===== src/rtl/tx_source_scheduler_pkg.sv =====
// ---------------------------------------------------------------------------
// tx_source_scheduler_pkg
// Shared definitions for the TX source scheduler and the UDP packet composer:
//   - kv_select_e   : record type carried alongside every {key,val} record
//   - sched_state_e : scheduler FSM states
//   - pick_source() : arbitration between the three KV sources
// ---------------------------------------------------------------------------
package tx_source_scheduler_pkg;

    typedef enum logic [1:0] {
        SEL_NONE   = 2'd0,
        SEL_PUT    = 2'd1,
        SEL_FLUSH  = 2'd2,
        SEL_TCHECK = 2'd3
    } kv_select_e;

    typedef enum logic [2:0] {
        ST_IDLE    = 3'd0,
        ST_READ    = 3'd1,
        ST_CAPTURE = 3'd2,
        ST_OFFER   = 3'd3,
        ST_GAP     = 3'd4
    } sched_state_e;

    // TCHECK always wins. FLUSH and PUT share the remaining bandwidth:
    // when both request, the one that did not win the previous bulk
    // grant goes next, so neither bulk source can starve the other.
    function automatic kv_select_e pick_source(
        input logic       req_t,
        input logic       req_f,
        input logic       req_p,
        input kv_select_e last_bulk
    );
        if (req_t) begin
            return SEL_TCHECK;
        end else if (req_f && req_p) begin
            return (last_bulk == SEL_PUT) ? SEL_FLUSH : SEL_PUT;
        end else if (req_f) begin
            return SEL_FLUSH;
        end else if (req_p) begin
            return SEL_PUT;
        end
        return SEL_NONE;
    endfunction

endpackage


===== src/rtl/tx_source_scheduler_interpkt_gap_timer.sv =====
// ---------------------------------------------------------------------------
// tx_source_scheduler_interpkt_gap_timer
// Loadable down-counter that times the inter-packet gap.
// Ports:
//   clk, reset  : clock, synchronous active-high reset
//   load        : load count with load_value (takes priority over count_en)
//   load_value  : gap length in cycles
//   count_en    : decrement by one while the count is non-zero
//   zero        : count currently reads zero
// ---------------------------------------------------------------------------
module tx_source_scheduler_interpkt_gap_timer #(
    parameter int GAP_WIDTH = 32
) (
    input  logic                 clk,
    input  logic                 reset,
    input  logic                 load,
    input  logic [GAP_WIDTH-1:0] load_value,
    input  logic                 count_en,
    output logic                 zero
);

    logic [GAP_WIDTH-1:0] count;

    // The count never goes below zero, so a stray enable at zero is harmless.
    always_ff @(posedge clk) begin
        if (reset) begin
            count <= '0;
        end else if (load) begin
            count <= load_value;
        end else if (count_en && (count != '0)) begin
            count <= count - 1'b1;
        end
    end

    assign zero = (count == '0);

endmodule


===== src/rtl/tx_source_scheduler.sv =====
// ---------------------------------------------------------------------------
// tx_source_scheduler
// Arbitrates the single UDP packet composer between three KV source FIFOs
// (TCHECK accumulate values, DRAM FLUSH, external PUT updates). It pops one
// entry from the winner, presents it as a {key,val,select} record and,
// after the composer takes it, waits the programmed inter-packet gap.
// Ports:
//   clk, reset                      : clock, synchronous active-high reset
//   tcheck_q/_empty/_rdreq          : accum FIFO (32-bit value, 1-cycle latency)
//   flush_q/_empty/_rdreq           : DRAM FIFO ({key,val}, 1-cycle latency)
//   put_q/_empty/_rdreq             : TX update FIFO ({key,val}, 1-cycle latency)
//   start_update                    : level enable for PUT requests
//   interpkt_gap_cycles             : gap length, sampled at the handshake
//   kv_valid/kv_ready               : record handshake to the composer
//   kv_key/kv_val/kv_select         : record payload and type
//   busy                            : scheduler is not idle
//   grant_cnt_tcheck/_flush/_put    : saturating per-source grant counters
// ---------------------------------------------------------------------------
module tx_source_scheduler
    import tx_source_scheduler_pkg::*;
#(
    parameter int KEY_WIDTH  = 32,
    parameter int VAL_WIDTH  = 32,
    parameter int GAP_WIDTH  = 32,
    parameter int STAT_WIDTH = 32
) (
    input  logic                  clk,
    input  logic                  reset,
    input  logic [31:0]           tcheck_q,
    input  logic                  tcheck_empty,
    output logic                  tcheck_rdreq,
    input  logic [63:0]           flush_q,
    input  logic                  flush_empty,
    output logic                  flush_rdreq,
    input  logic [63:0]           put_q,
    input  logic                  put_empty,
    output logic                  put_rdreq,
    input  logic                  start_update,
    input  logic [GAP_WIDTH-1:0]  interpkt_gap_cycles,
    output logic                  kv_valid,
    input  logic                  kv_ready,
    output logic [KEY_WIDTH-1:0]  kv_key,
    output logic [VAL_WIDTH-1:0]  kv_val,
    output logic [1:0]            kv_select,
    output logic                  busy,
    output logic [STAT_WIDTH-1:0] grant_cnt_tcheck,
    output logic [STAT_WIDTH-1:0] grant_cnt_flush,
    output logic [STAT_WIDTH-1:0] grant_cnt_put
);

    localparam logic [STAT_WIDTH-1:0] STAT_MAX = {STAT_WIDTH{1'b1}};

    sched_state_e state;
    sched_state_e next_state;
    kv_select_e   sel_q;
    kv_select_e   last_bulk;
    kv_select_e   grant;

    logic req_t;
    logic req_f;
    logic req_p;
    logic handshake;
    logic gap_load;
    logic gap_count_en;
    logic gap_zero;

    assign req_t = !tcheck_empty;
    assign req_f = !flush_empty;
    assign req_p = !put_empty && start_update;

    assign grant     = pick_source(req_t, req_f, req_p, last_bulk);
    assign handshake = (state == ST_OFFER) && kv_ready;

    tx_source_scheduler_interpkt_gap_timer #(
        .GAP_WIDTH (GAP_WIDTH)
    ) u_gap_timer (
        .clk        (clk),
        .reset      (reset),
        .load       (gap_load),
        .load_value (interpkt_gap_cycles),
        .count_en   (gap_count_en),
        .zero       (gap_zero)
    );

    // Next-state and output decode. Requests are only looked at in IDLE,
    // so anything arriving mid-record waits for the next arbitration.
    always_comb begin
        next_state   = state;
        gap_load     = 1'b0;
        gap_count_en = 1'b0;
        tcheck_rdreq = 1'b0;
        flush_rdreq  = 1'b0;
        put_rdreq    = 1'b0;
        kv_valid     = 1'b0;
        kv_select    = SEL_NONE;
        busy         = (state != ST_IDLE);

        case (state)
            ST_IDLE: begin
                if (grant != SEL_NONE) begin
                    next_state = ST_READ;
                end
            end
            ST_READ: begin
                tcheck_rdreq = (sel_q == SEL_TCHECK);
                flush_rdreq  = (sel_q == SEL_FLUSH);
                put_rdreq    = (sel_q == SEL_PUT);
                kv_select    = sel_q;
                next_state   = ST_CAPTURE;
            end
            ST_CAPTURE: begin
                kv_select  = sel_q;
                next_state = ST_OFFER;
            end
            ST_OFFER: begin
                kv_valid  = 1'b1;
                kv_select = sel_q;
                if (kv_ready) begin
                    gap_load   = 1'b1;
                    next_state = ST_GAP;
                end
            end
            ST_GAP: begin
                // The counter reads N on the first GAP cycle, so the state
                // lasts N+1 cycles in total.
                if (gap_zero) begin
                    next_state = ST_IDLE;
                end else begin
                    gap_count_en = 1'b1;
                end
            end
            default: begin
                next_state = ST_IDLE;
            end
        endcase
    end

    // State register plus grant bookkeeping. last_bulk starts at PUT so the
    // first FLUSH/PUT tie after reset goes to FLUSH.
    always_ff @(posedge clk) begin
        if (reset) begin
            state     <= ST_IDLE;
            sel_q     <= SEL_NONE;
            last_bulk <= SEL_PUT;
        end else begin
            state <= next_state;
            if ((state == ST_IDLE) && (grant != SEL_NONE)) begin
                sel_q <= grant;
                if (grant != SEL_TCHECK) begin
                    last_bulk <= grant;
                end
            end
        end
    end

    // Record capture one cycle after the pop, when the FIFO's q is valid.
    // The record is then held untouched through OFFER. An empty FIFO at pop
    // time is a source fault; whatever q shows is forwarded regardless.
    always_ff @(posedge clk) begin
        if (reset) begin
            kv_key <= '0;
            kv_val <= '0;
        end else if (state == ST_CAPTURE) begin
            case (sel_q)
                SEL_TCHECK: begin
                    kv_key <= '0;
                    kv_val <= tcheck_q;
                end
                SEL_FLUSH: begin
                    kv_key <= flush_q[63:32];
                    kv_val <= flush_q[31:0];
                end
                SEL_PUT: begin
                    kv_key <= put_q[63:32];
                    kv_val <= put_q[31:0];
                end
                default: begin
                    kv_key <= kv_key;
                    kv_val <= kv_val;
                end
            endcase
        end
    end

    // Per-source grant statistics, counted at the composer handshake and
    // pinned at all-ones rather than wrapping.
    always_ff @(posedge clk) begin
        if (reset) begin
            grant_cnt_tcheck <= '0;
            grant_cnt_flush  <= '0;
            grant_cnt_put    <= '0;
        end else if (handshake) begin
            if ((sel_q == SEL_TCHECK) && (grant_cnt_tcheck != STAT_MAX)) begin
                grant_cnt_tcheck <= grant_cnt_tcheck + 1'b1;
            end
            if ((sel_q == SEL_FLUSH) && (grant_cnt_flush != STAT_MAX)) begin
                grant_cnt_flush <= grant_cnt_flush + 1'b1;
            end
            if ((sel_q == SEL_PUT) && (grant_cnt_put != STAT_MAX)) begin
                grant_cnt_put <= grant_cnt_put + 1'b1;
            end
        end
    end

endmodule


===== config.mk =====
export PLATFORM = sky130hd
export DESIGN_NAME = tx_source_scheduler
export DESIGN_NICKNAME = d
export VERILOG_FILES = /design/src/rtl/tx_source_scheduler_pkg.sv /design/src/rtl/tx_source_scheduler_interpkt_gap_timer.sv /design/src/rtl/tx_source_scheduler.sv
export SDC_FILE = /design/constraint.sdc
export NUM_CORES = 1
export LEC_CHECK = 0
export BUFFER_PORTS_ARGS = -buffer_cell sky130_fd_sc_hd__buf_2
export CAP_MARGIN = 5
export CORE_AREA = 2 2 141 143
export CTS_BUF_LIST = sky130_fd_sc_hd__clkbuf_8
export CTS_CLUSTER_SIZE = 8
export DETAILED_ROUTE_END_ITERATION = 10
export DIE_AREA = 0 0 143 145
export PLACE_DENSITY_LB_ADDON = 0.25
export SLEW_MARGIN = 10
export SYNTH_ARGS = -nofsm -noshare
export SYNTH_HDL_FRONTEND = slang
export SYNTH_SLANG_ARGS = --single-unit

===== constraint.sdc =====
create_clock -name clk -period 7.7 [get_ports clk]
set_clock_uncertainty 0.1 [all_clocks]
set_input_delay 1.925 -clock clk [delete_from_list [all_inputs] [get_ports clk]]
set_output_delay 1.925 -clock clk [all_outputs]
set_load 0.02 [all_outputs]

# After elaboration in Yosys (flattened, before gate mapping)
# Cells that the tools add are included.
[word_totals] register_bits=199 word_cells=79 output_inout_bits=167
[op_classes] eq_ne=15 reduce_logical=24 n_addsub=4 mux=27
[ops] cell="32-bit case mux with 3 select lines" count=2
[ops] cell="32-bit by 1-bit adder with 32-bit output, second input constant" count=3
[ops] cell="32-bit != test, second input constant" count=3
[ops] cell="32-bit two-way mux" count=2
[ops] cell="32-bit logical NOT" count=1
[ops] cell="32-bit nonzero test" count=1
[ops] cell="32-bit by 1-bit subtractor with 32-bit output, second input constant" count=1
[ops] cell="3-bit case mux with 5 select lines" count=1
[ops] cell="2-bit two-way mux" count=7
[ops] cell="1-bit two-way mux" count=12
[ops] cell="2-bit AND reduction" count=5
[ops] cell="3-bit two-way mux" count=3
[ops] cell="1-bit logical AND" count=8
[ops] cell="2-bit != test, second input constant" count=4
[ops] cell="3-bit by 2-bit == test with 1-bit output, second input constant" count=2
[ops] cell="3-bit nonzero test" count=2
[ops] cell="2-bit by 1-bit == test with 1-bit output, second input constant" count=2
[ops] cell="2-bit == test, second input constant" count=2
[ops] cell="2-bit nonzero test" count=2
[ops] cell="3-bit by 1-bit == test with 1-bit output, second input constant" count=1
[ops] cell="3-bit == test, second input constant" count=1
[ops] cell="3-bit logical NOT" count=1
[ops] cell="3-bit AND reduction" count=1
[ops] cell="3-bit OR reduction" count=1
[ops] cell="1-bit logical NOT" count=2

# Longest topological paths before layout
# Gate-level depths: netlist of the first run.
[logic_depth] word_depth=10 depth_mapped=10

# Modules after synthesis
# Synthesis of the first run repeated with hierarchy kept, for this count alone.
[hier_totals] hier_cells=1291 hier_area_um2=10462.5
[modules_own_cells] mod="tx_source_scheduler" cells_each=1045 seq_area_each_um2=3343.2 area_per_inst_um2=8398.1 n_inst=1
[modules_own_cells] mod="tx_source_scheduler_interpkt_gap_timer" cells_each=246 seq_area_each_um2=640.6 area_per_inst_um2=2064.5 n_inst=1

# Worst setup path after synthesis of the first run
# No wires, ideal clock.
[synth_timing] path_type="in2reg" start="input port kv_ready" end="register grant_cnt_put[29]" slack_ns=3.904 cell_stages=8 arrival_time_ns=3.626 cell_sequence="and4b_1 > clkbuf_1 > nand3_1 > or3_1 > clkbuf_1 > clkbuf_1 > or3_1 > a21oi_1"
[synth_between] elab_chain_cells=2
[synth_lines] element="from (decl)" line_no="tx_source_scheduler.sv:41" text="input logic kv_ready,"
[synth_lines] element="1-bit logical AND" line_no="tx_source_scheduler.sv:72" text="assign handshake = (state == ST_OFFER) && kv_ready;"
[synth_lines] element="2-bit AND reduction (no line)"
[synth_lines] element="to (signal assigned)" line_no="tx_source_scheduler.sv:200" text="grant_cnt_put <= grant_cnt_put + 1'b1;"
[synth_lines] element="to (decl)" line_no="tx_source_scheduler.sv:48" text="output logic [STAT_WIDTH-1:0] grant_cnt_put"
# No other way between the ends.
# A chain may end at the register's enable or synchronous reset.

# Final worst setup path of the first run
[layout_timing] start="input port kv_ready" end="register grant_cnt_put[28]"
# The elaborated chain is that of the path after synthesis.

==> results of run 1 <==
## state kept, by name (all words and copies together) (netlist names)
register and count:
grant_cnt_flush 32, grant_cnt_put 32, grant_cnt_tcheck 32, kv_key 32
kv_val 32, u_gap_timer.count 32, state 3, last_bulk 2
sel_q 2
## final timing paths
check,from,endpoint,slack [ns]
hold reg to reg,last_bulk[0]$_SDFFE_PP1P_,last_bulk[0]$_SDFFE_PP1P_,0.35
hold / removal,last_bulk[0]$_SDFFE_PP1P_,last_bulk[0]$_SDFFE_PP1P_,0.35
setup reg to reg,u_gap_timer.count[0]$_SDFFE_PP0P_,u_gap_timer.count[4]$_SDFFE_PP0P_,4.18
setup / recovery,kv_ready,grant_cnt_put[28]$_SDFFE_PP0P_,3.76
## kinds of logic after synthesis
group / after synthesis / share of synthesized area
flops: 199 / 0.385
xor+xnor: 11 / 0.00931
fa+ha+maj: 8 / 0.00968
simple gates: 568 / 0.293
buf+inv: 120 / 0.0466
mux: 12 / 0.0127
compound gates: 390 / 0.244
## stage by stage
step,power [mW],area (um^2),hold WS (ns)
finish,2.21,12600,0.350
detailed placement,1.53,12200,0.340
CTS,2.22,12600,0.353
global route,2.30,12600,0.376
global placement,1.53,12200,0.326
floorplan,1.39,10300,0.314
## final cells by class
cell class | count | area (um^2)
antenna | 5 | 12.5
clock buffer | 19 | 262
clock inverter | 13 | 144
fill | 1686 | 6570
inverter | 22 | 82.6
multi-input combinational | 989 | 5930
sequential | 199 | 3980
tap | 265 | 332
timing repair buffer | 373 | 1890
## critical path, delay by kind of cell
family                 cells  cell delay [ns]
buffers and inverters      2             0.42
AO/OA/AOI/OAI              2             0.74
AND/OR/NAND/NOR            3             1.14
## power by group
group | leakage (nW) | internal (mW) | switching, mW | total (mW)
Combinational | 3.32 | 0.157 | 0.284 | 0.441
Sequential | 1.61 | 1.05 | 0.0225 | 1.07
Clock | 0.201 | 0.310 | 0.381 | 0.691
Total | 5.12 | 1.52 | 0.688 | 2.21
## cells in the final DEF, fill, tap and decap left out, drive strengths merged, types with 28 or more instances in the layout
| cell type | count |
|---|---|
| a211oi | 44 |
| a21oi | 144 |
| a22o | 32 |
| a22oi | 32 |
| buf | 373 |
| dfxtp | 199 |
| nand2 | 83 |
| nand3 | 74 |
| nand4 | 35 |
| nor2 | 143 |
| nor4 | 31 |
| o21ai | 55 |
| o31ai | 28 |
| or3 | 52 |
| or4 | 34 |
## routing by layer
metal  share of wire  vias to the layer above  track usage
met3           0.089                       63       0.0789
met2            0.46                      442        0.461
met5         0.00099                        -            0
li1                -                     5503            -
met1            0.43                     5346        0.397
met4           0.020                        6       0.0851
==> metrics list, run 1 <==
- Outcome: finished, final reports clean
- Via-per-instance ratio: 6.03
- Of the post-synthesis cell area, the dominant cell type holds 0.385.
- Path depth of the worst reg2reg path: 7
- The root buffer cell chosen for the clock tree is sky130_fd_sc_hd__clkbuf_8.
- Of the cells placed in the final design, the portion with a size suffix greater than 1 is 0.267.
* Number of enable-type register cells in the synthesized netlist: 0
- Among all flip-flop cells after synthesis, the most frequent one is sky130_fd_sc_hd__dfxtp_1.
* Fraction of the core area covered by cells at the end of the flow: 0.658
* Biggest cell delay along the critical path: 0.59 ns
- Synth area leaders: sky130_fd_sc_hd__dfxtp_1 (39%), sky130_fd_sc_hd__a21oi_1 (7.0%), sky130_fd_sc_hd__nor2_1 (5.2%), sky130_fd_sc_hd__nand3_1 (3.6%), sky130_fd_sc_hd__clkbuf_1 (3.2%)
- In this run the core area contains 51 standard-cell rows.
- Tightest slew margin relative to the limit: 0.181
- The number of nets in the synthesized netlist is 1,515.
* Maximum level of the CTS H-tree: 4
- Async S/R FF share, synth: 0
* Clock period minus worst slack: 3.94 ns
- Share of the yosys chip area belonging to registers: 0.385
- Type of the tightest min-delay check: reg2reg
- The clock drives 199 sinks.
* Count of state elements after synthesis: 199
- After synthesis the cells add up to 10,300 um^2.
* DR pass1 iterations: 5
- Wire length of the first global-routing pass: 50.1 mm
- Arrival time at the worst endpoint: 4.23 ns
- Post-Place Worst Slack: 3.29 ns
* Leakage power summed over all cells: 5.12 nW
- Number of post-CTS setup repair buffers: 0
- Synthesis instantiated 70 different standard cells from the library.
* Critical path's slowest cell: sky130_fd_sc_hd__a2111o_1
- Post-cts repair resize count: 0
- Total GRT Usage: 0.294
* Quantity of hold-fixing buffers added after cts: 0
* Setup repair after global routing missed its margin: no
- Number of global-route vias before repair: 9,938
* Placed insts: 1,848
- Max-slew violation total from the final report: 0
* Setup TNS after final layout: 0 ns
- After detailed routing, the average wire length per cell comes to 17.1 um.
- Capturing element type of the critical path: flop
- The floorplan step defined a die boundary enclosing 20,700 um^2.
* Post-Syn Area per Cell: 7.91 um^2
* VDD IR-drop max: 108 uV
- Final hold violation count: 0
- Vertical extent of the die: 145 um
* Number of routed nets with antenna violations: 0
- Final weighted congestion of routability-driven global placement: 0.924
- After the first detailed-routing iteration, the DRC count stood at 861.
* Initial antenna violation count: 5
- The critical path goes through buf_2 -> and4b_1 -> buf_4 -> nand3_1 -> a2111o_1 -> or4_1 -> a21oi_1.
- The Yosys step of the flow raised 0 warnings.
- Measured along the x axis, the die boundary spans 143 um.
* Pwr per Cell Area: 175 nW/um^2
- TritonCTS created 17 clock buffers.
- STA puts the critical path data required time at 8.00 ns.
* Area added between synthesis and finish: 22.2%
- The commonest cells after synthesis are sky130_fd_sc_hd__dfxtp_1 (199), sky130_fd_sc_hd__a21oi_1 (144), sky130_fd_sc_hd__nor2_1 (143), sky130_fd_sc_hd__clkbuf_1 (89), sky130_fd_sc_hd__nand2_1 (83).
- Clock-pin slew was measured on the worst setup and hold paths at 0.10 ns.
- Overall overflow remaining after global route: 0
- Skew-Pair Late Insertion Delay: 0.47 ns
- Summed over all layers, the routed wires come to 32.3 mm.
- Via total after detailed routing: 11,360
- The longest clock path from root to sink contains 2 buffers.
- For this run, design rule violations remaining after detail routing come to 0.
* Setup slack of the critical path after layout: 3.76 ns
* Detailed-placement wirelength estimate: 22.9 mm
* Area leader, netlist: sky130_fd_sc_hd__dfxtp_1
* Final setup violation count: 0
- For this design the top-level I/O count stands at 366.
- Max Cap Viol: 0
- Top-count cell post-synth: sky130_fd_sc_hd__dfxtp_1
* Critical path fanouts, max: 24
* TritonCTS clock tree: yes
- Static timing analysis puts the maximum clock frequency at 254 MHz.
- Gate count after technology mapping: 1,308
* Final net count: 1,809
- Input and output buffers added on the ports amount to 365.
- Once layout is complete, the cells apart from fillers number 1,885.
- Initial Utilization: 0.539
* Startpoint types: primary input
- Slew of the pin with the lowest slew margin: 1.22 ns
- Core Footprint: 19,200 um^2
- Cells on Worst Hold Path: 2
- Of the available clock period, the critical path in the final layout requires 0.511.
- The critical path in this run is classified as in2reg.
* Largest net degree at the start of global routing: 143
(Power assumes the default switching activity.)
==> run 2, diff against run 1 <==
--- a/config.mk
+++ b/config.mk
@@ -7,11 +7,10 @@
 export LEC_CHECK = 0
 export BUFFER_PORTS_ARGS = -buffer_cell sky130_fd_sc_hd__buf_2
 export CAP_MARGIN = 5
-export CORE_AREA = 2 2 141 143
+export CORE_UTILIZATION = 52
 export CTS_BUF_LIST = sky130_fd_sc_hd__clkbuf_8
 export CTS_CLUSTER_SIZE = 8
 export DETAILED_ROUTE_END_ITERATION = 10
-export DIE_AREA = 0 0 143 145
 export PLACE_DENSITY_LB_ADDON = 0.25
 export SLEW_MARGIN = 10
 export SYNTH_ARGS = -nofsm -noshare
==> constraint.sdc (replaced) <==
create_clock -name clk -period 3.8 [get_ports clk]
set_clock_uncertainty 0.1 [all_clocks]
set_input_delay 0.95 -clock clk [delete_from_list [all_inputs] [get_ports clk]]
set_output_delay 0.95 -clock clk [all_outputs]
set_load 0.02 [all_outputs]
==> metrics list, run 2 (synthesis results as in run 1) <==
* Biggest cell delay along the critical path: 0.76 ns
- The multi-input combinational cells in the finished layout cover a total of 5910 um^2.
- Setup repair after global routing left no endpoint under its margin.
- The initial utilization of the core area, before any placement, comes to 0.532.
- The worst register-to-register path ends at u_gap_timer.count[4]$_SDFFE_PP0P_.
- Number of top-level design ports: 366
- In the final routed layout, each cell accounts on average for 16.6 um.
- The first global-routing pass estimated 47.6 mm of wire.
- Port bufs: 365
* Max-slew violation total from the final report: 0
* Total GRT Usage: 0.293
- The worst path in the final design needs a cycle of 3.21 ns, including I/O delays and setup.
* Max Buffers Root-to-Sink: 2
- Die boundary width: 143 um
- The floorplan step defined a die boundary enclosing 20,500 um^2.
- The number of global-route vias before repair is 9,497.
* Critical path origin: u_gap_timer.count[0]$_SDFFE_PP0P_
- Clock tree synthesis found a total of 199 sinks.
- The analysis attributes to cell leakage a power of 5.20 nW.
* Worst path buffer plus inverter count: 2
- Highest attainable clock frequency: 312 MHz
* Worst-path clk slew: 0.11 ns
- DR pass1 iterations: 6
- The layout has 1,727 filler cells.
- The worst setup path is captured at a flop.
- The floorplan has 51 rows.
- Core Footprint: 19,500 um^2
- In this run the number of H-tree levels came out at 4.
- Path depth of the worst reg2reg path: 8
- Clock root buffer: sky130_fd_sc_hd__clkbuf_8
- TritonCTS built the clock tree.
- The worst pin sits at a relative slew slack of 0.274.
* Number of CTS-inserted buffers: 17
* Crit Reg-Reg Startpoint: u_gap_timer.count[0]$_SDFFE_PP0P_
* Placed insts: 1,861
- Setup violations remaining at the end of the flow were counted as 0.
- The initial antenna violation count came to 8.
* Post-cts repair resize count: 0
- The worst-case IR drop observed on VDD is 284 uV.
- Vertical extent of the die: 143 um
- Final net count: 1,822
* Skew-Pair Late Insertion Delay: 0.48 ns
* Via-per-instance ratio: 5.92
- The area growth from synthesis to layout is 23.6%.
* Critical path's slowest cell: sky130_fd_sc_hd__or4_1
- The run finished with clean final reports.
- Once layout is complete, the utilization of the core stands at 0.657.
* Required time worst endpoint: 4.08 ns
- Sequence of cells on the critical path: inv_1 -> ha_1 -> or3b_1 -> or4_1 -> o31ai_4 -> buf_12 -> nor2_1 -> a2111oi_2
- Global routing finished with a remaining overflow of 0.
- Post-layout instance count excluding filler cells: 1,896
- At the pin with the least slew margin, the transition time is 1.08 ns.
* Worst setup slack for register-to-register paths: 0.59 ns
* Remaining DRCs: 0
* Setup CP Type: reg2reg
* Drt first-iter violations: 846
* Commonest cells after routing, fill and taps aside: sky130_fd_sc_hd__buf_2 (364), sky130_fd_sc_hd__dfxtp_1 (199), sky130_fd_sc_hd__a21oi_1 (144)
- For this design the ratio of total power to cell area is 358 nW/um^2.
* Commonest non-fill, non-tap cell in the layout: sky130_fd_sc_hd__buf_2
* Final cycle utilization of the critical path: 0.844
* Max Cap Viol: 0
- Startpoint types: flop
- At the worst endpoint, the arrival time is 3.49 ns.
* Area used by sequential logic in the layout: 3980 um^2
- The worst hold path belongs to the class reg2reg.
* Largest net degree at the start of global routing: 85
- The critical path crosses 8 cells after its start point.
* Setup TNS after final layout: 0 ns
- Total wirelength of the detailed-routed design: 31.6 mm
- In this design, the largest share of critical-path delay is due to simple AND/OR/NAND/NOR gates.
* Sum of internal, switching and leakage power: 4.58 mW
- Quantity of hold-fixing buffers added after cts: 0
* Share of layout cells above drive strength 1: 0.272
* Final weighted congestion of routability-driven global placement: 0.872
* Critical path fanouts, max: 20
* Number of post-CTS setup repair buffers: 0
- Detailed placement finished with a half-perimeter wire length of 23.0 mm.
* Final hold violation count: 0
- Following the worst setup path forward leads to its endpoint at u_gap_timer.count[4]$_SDFFE_PP0P_.
- Via total after detailed routing: 11,222
* Number of routed nets with antenna violations: 0
-- run 2: cell types whose count changed in the layout (fill, tap and decap cells not counted), sizes merged --
cell / before / now
clkinv: 4 / 2
clkinvlp: 3 / 2
inv: 26 / 28
buf: 373 / 386
bufinv: 2 / 3
diode: 5 / 3
-- run 2: how the worst min path moves through the flow --
stage                     slack [ns]                 startpoint                         to  cells past startpoint
after floorplan                 0.31  last_bulk[0]$_SDFFE_PP1P_  last_bulk[0]$_SDFFE_PP1P_                      2
after global placement          0.33  last_bulk[0]$_SDFFE_PP1P_  last_bulk[0]$_SDFFE_PP1P_                      2
after detailed placement        0.34  last_bulk[0]$_SDFFE_PP1P_  last_bulk[0]$_SDFFE_PP1P_                      2
after CTS                       0.35  last_bulk[0]$_SDFFE_PP1P_  last_bulk[0]$_SDFFE_PP1P_                      2
after global routing            0.38     kv_key[6]$_SDFFE_PP0P_     kv_key[6]$_SDFFE_PP0P_                      2
final                           0.35  last_bulk[0]$_SDFFE_PP1P_  last_bulk[0]$_SDFFE_PP1P_                      2
-- run 2: area by class of cell --
cell class                 count  area share
antenna                        3    0.000587
clock buffer                  19      0.0204
clock inverter                13      0.0130
inverter                      22     0.00646
multi-input combinational    989       0.462
sequential                   199       0.312
tap                          265      0.0259
timing repair buffer         386       0.160
-- run 2: worst reg2reg max path, stage by stage (launching register included) --
cell                        delay [ns]
sky130_fd_sc_hd__dfxtp_1          0.37
sky130_fd_sc_hd__inv_1            0.07
sky130_fd_sc_hd__ha_1             0.17
sky130_fd_sc_hd__or3b_1           0.44
sky130_fd_sc_hd__or4_1            0.76
sky130_fd_sc_hd__o31ai_4          0.58
sky130_fd_sc_hd__buf_12           0.22
sky130_fd_sc_hd__nor2_1           0.06
sky130_fd_sc_hd__a2111oi_2        0.34
-- run 2: power breakdown --
part | internal [mW] | switching (mW) | total (mW) | leakage (nW)
Combinational | 0.342 | 0.584 | 0.927 | 3.38
Clock | 0.695 | 0.776 | 1.47 | 0.215
Sequential | 2.13 | 0.0458 | 2.18 | 1.61
-- run 2: through the flow --
| stage | hold slack (ns) | setup WS, ns | cell area, um^2 |
|---|---|---|---|
| floorplan | 0.314 | 0.979 | 10300 |
| detailed placement | 0.335 | 0.612 | 12400 |
| finish | 0.348 | 0.592 | 12800 |
| CTS | 0.349 | 0.575 | 12800 |
| global route | 0.376 | 0.392 | 12800 |
| global placement | 0.333 | 0.718 | 12400 |
-- run 2: routing by layer --
metal  track usage  part of all wire  vias to the layer above
met5             0            0.0019                        -
met4         0.120             0.032                       10
met3        0.0677             0.080                       75
met2         0.465              0.46                      443
met1         0.382              0.43                     5179
li1              -                 -                     5515
==> run 3, diff against run 2 <==
==> constraint.sdc (replaced) <==
create_clock -name clk -period 3 [get_ports clk]
set_clock_uncertainty 0.1 [all_clocks]
set_input_delay 0.75 -clock clk [delete_from_list [all_inputs] [get_ports clk]]
set_output_delay 0.75 -clock clk [all_outputs]
set_load 0.02 [all_outputs]
==> metrics list, run 3 (synthesis results as in run 1) <==
* Cells on Worst Hold Path: 2
* Commonest non-fill, non-tap cell in the layout: sky130_fd_sc_hd__buf_2
- Setup repair after global routing missed its margin: yes
* Type of the tightest min-delay check: reg2reg
- STA classifies the critical path startpoint as a flop.
- Skew-Pair Late Insertion Delay: 0.48 ns
- Number of top-level design ports: 366
* TritonCTS clock tree: yes
* Largest net degree at the start of global routing: 122
- The tree built by TritonCTS fans out to 199 sinks.
- Max-slew violation total from the final report: 0
* Total GRT Usage: 0.300
- Critical path's slowest cell: sky130_fd_sc_hd__or4_1
* Commonest cells after routing, fill and taps aside: sky130_fd_sc_hd__buf_2 (364), sky130_fd_sc_hd__dfxtp_1 (199), sky130_fd_sc_hd__a21oi_1 (144)
- Std-Cell Rows: 51
* Core Footprint: 19,500 um^2
- Quantity of hold-fixing buffers added after cts: 0
* Max Cap Viol: 0
- Total power for the finished layout comes to 5.82 mW.
* DIE AREA: 20,500 um^2
* Die boundary width: 143 um
- Overall overflow remaining after global route: 0
* Initial Utilization: 0.532
- The number of clock buffers added by TritonCTS is 17.
- The worst path needs 2.88 ns of the cycle, external delays included.
* Remaining DRCs: 0
* Leakage power summed over all cells: 5.29 nW
- STA classifies the critical path endpoint as a flop.
- Drt first-iter violations: 780
* Share of layout cells above drive strength 1: 0.283
* Sequence of cells on the critical path: inv_1 -> ha_1 -> or3b_1 -> or4_1 -> o31ai_4 -> buf_4 -> o31ai_1 -> a311oi_1
- For the worst setup path, the data arrival time is 3.17 ns.
- Biggest cell delay along the critical path: 0.62 ns
- After clock tree synthesis, the clock-pin slew on the worst setup and hold paths is 0.11 ns.
* Setup slack of the critical path after layout: 0.118 ns
* Slew of the pin with the lowest slew margin: 1.06 ns
- Number of routed nets with antenna violations: 0
- The number of global-route vias before repair is 9,470.
- After the flow finishes, the layout carries non-filler instances totaling 1,917.
* Clock root buffer: sky130_fd_sc_hd__clkbuf_8
- Cell family contributing the most delay on the critical path: simple AND/OR/NAND/NOR gates
- Prior to clock tree synthesis, the placed netlist has a worst setup slack of 0.141 ns.
* Critical path fanouts, max: 12
- The congestion estimate from routability-driven global placement came to 0.904.
- Setup violations remaining at the end of the flow were counted as 0.
* Maximum level of the CTS H-tree: 4
- Highest attainable clock frequency: 347 MHz
- Setup TNS after final layout: 0 ns
- The initial antenna violation count came to 5.
* Worst hold path endpoint: kv_key[31]$_SDFFE_PP0P_
- Start point of the worst min-delay path: kv_key[31]$_SDFFE_PP0P_
* Wire length of the first global-routing pass: 48.5 mm
- The worst register-to-register path ends at u_gap_timer.count[5]$_SDFFE_PP0P_.
- Path depth of the worst reg2reg path: 8
* Crit Reg-Reg Startpoint: u_gap_timer.count[0]$_SDFFE_PP0P_
- VDD IR-drop max: 311 uV
- Vertical extent of the die: 143 um
- In the routed layout, each cell is associated on average with a via count of 5.96.
- Compared with the post-synthesis result, the final layout area differs by 24.9%.
* Outcome: finished, final reports clean
- Power spread over the standard cell area amounts to 451 nW/um^2.
- DR pass1 iterations: 6
- Placed insts: 1,882
- By startpoint and endpoint, the worst setup path is classified as reg2reg.
- Data on the critical path is required at its endpoint by 3.28 ns.
- Average wire per cell in the routed design: 17.0 um
* Final hold violation count: 0
- Buffers placed on the I/O ports in this run total 365.
- Fraction of the core area covered by cells at the end of the flow: 0.664
- The number of buffers and inverters on the critical path is 2.
- Worst setup slack for register-to-register paths: 0.12 ns
* Detailed-placement wirelength estimate: 24.0 mm
- Total wirelength of the detailed-routed design: 32.6 mm
- The number of setup buffers added after CTS is 0.
- Tightest slew margin relative to the limit: 0.286
* Final cycle utilization of the critical path: 0.961
* Final net count: 1,843
- Via total after detailed routing: 11,417
- Max Buffers Root-to-Sink: 2
==> run 3: changes by cell type in the layout (fill, tap and decap cells not counted), sizes merged <==
cell / previous run / this run
buf: 386 / 407
bufinv: 3 / 2
clkinvlp: 2 / 3
==> run 3: area by class of cell <==
type | count | area, um^2
fillers | 1694 | 6540
multi-input cells | 989 | 5920
flip-flops and latches | 199 | 3980
repair buffers | 407 | 2170
well taps | 265 | 332
clock buffers | 19 | 262
clock inverters | 13 | 160
inverters | 22 | 82.6
diodes | 3 | 7.51
==> run 3: through the flow <==
stage,hold WS (ns),instance area (um^2)
global placement,0.334,12500
global route,0.380,12900
CTS,0.361,12900
detailed placement,0.346,12500
finish,0.357,12900
floorplan,0.314,10300
==> run 3: worst max-delay path by stage <==
stage               depth (start not counted)                                 end  slack, ns                         startpoint
finish                                      8   u_gap_timer.count[5]$_SDFFE_PP0P_       0.12  u_gap_timer.count[0]$_SDFFE_PP0P_
CTS                                         8   u_gap_timer.count[5]$_SDFFE_PP0P_       0.12  u_gap_timer.count[0]$_SDFFE_PP0P_
detailed placement                          8  u_gap_timer.count[21]$_SDFFE_PP0P_       0.14  u_gap_timer.count[0]$_SDFFE_PP0P_
global placement                            8   u_gap_timer.count[5]$_SDFFE_PP0P_       0.22  u_gap_timer.count[0]$_SDFFE_PP0P_
floorplan                                  10   u_gap_timer.count[4]$_SDFFE_PP0P_       0.30  u_gap_timer.count[0]$_SDFFE_PP0P_
global route                                8   u_gap_timer.count[5]$_SDFFE_PP0P_      -0.01  u_gap_timer.count[0]$_SDFFE_PP0P_
==> run 3: repair_timing <==
item / 4_1_cts / 5_1_grt
setup endpoints to repair: 0 / 6
gates resized for setup: 0 / 1
hold endpoints to repair: 0 / 0
==> run 3: report_power, final <==
part	total (mW)	leakage (nW)	internal (mW)	switching [mW]
Clock	1.83	0.205	0.813	1.02
Sequential	2.75	1.61	2.70	0.0535
Combinational	1.24	3.48	0.473	0.768
Total	5.82	5.29	3.99	1.84
==> run 3: worst register-to-register path, stage by stage (launching register included) <==
cell	delay, ns
sky130_fd_sc_hd__dfxtp_1	0.36
sky130_fd_sc_hd__inv_1	0.07
sky130_fd_sc_hd__ha_1	0.18
sky130_fd_sc_hd__or3b_1	0.45
sky130_fd_sc_hd__or4_1	0.62
sky130_fd_sc_hd__o31ai_4	0.39
sky130_fd_sc_hd__buf_4	0.26
sky130_fd_sc_hd__o31ai_1	0.09
sky130_fd_sc_hd__a311oi_1	0.28
==> run 3: per-layer routing <==
metal,global-route usage,wire length [um],vias to the layer above
met3,0.0704,2720,40
met2,0.483,15300,447
met4,0.0905,587,4
met5,0,22,-
met1,0.397,14000,5349
li1,-,-,5577
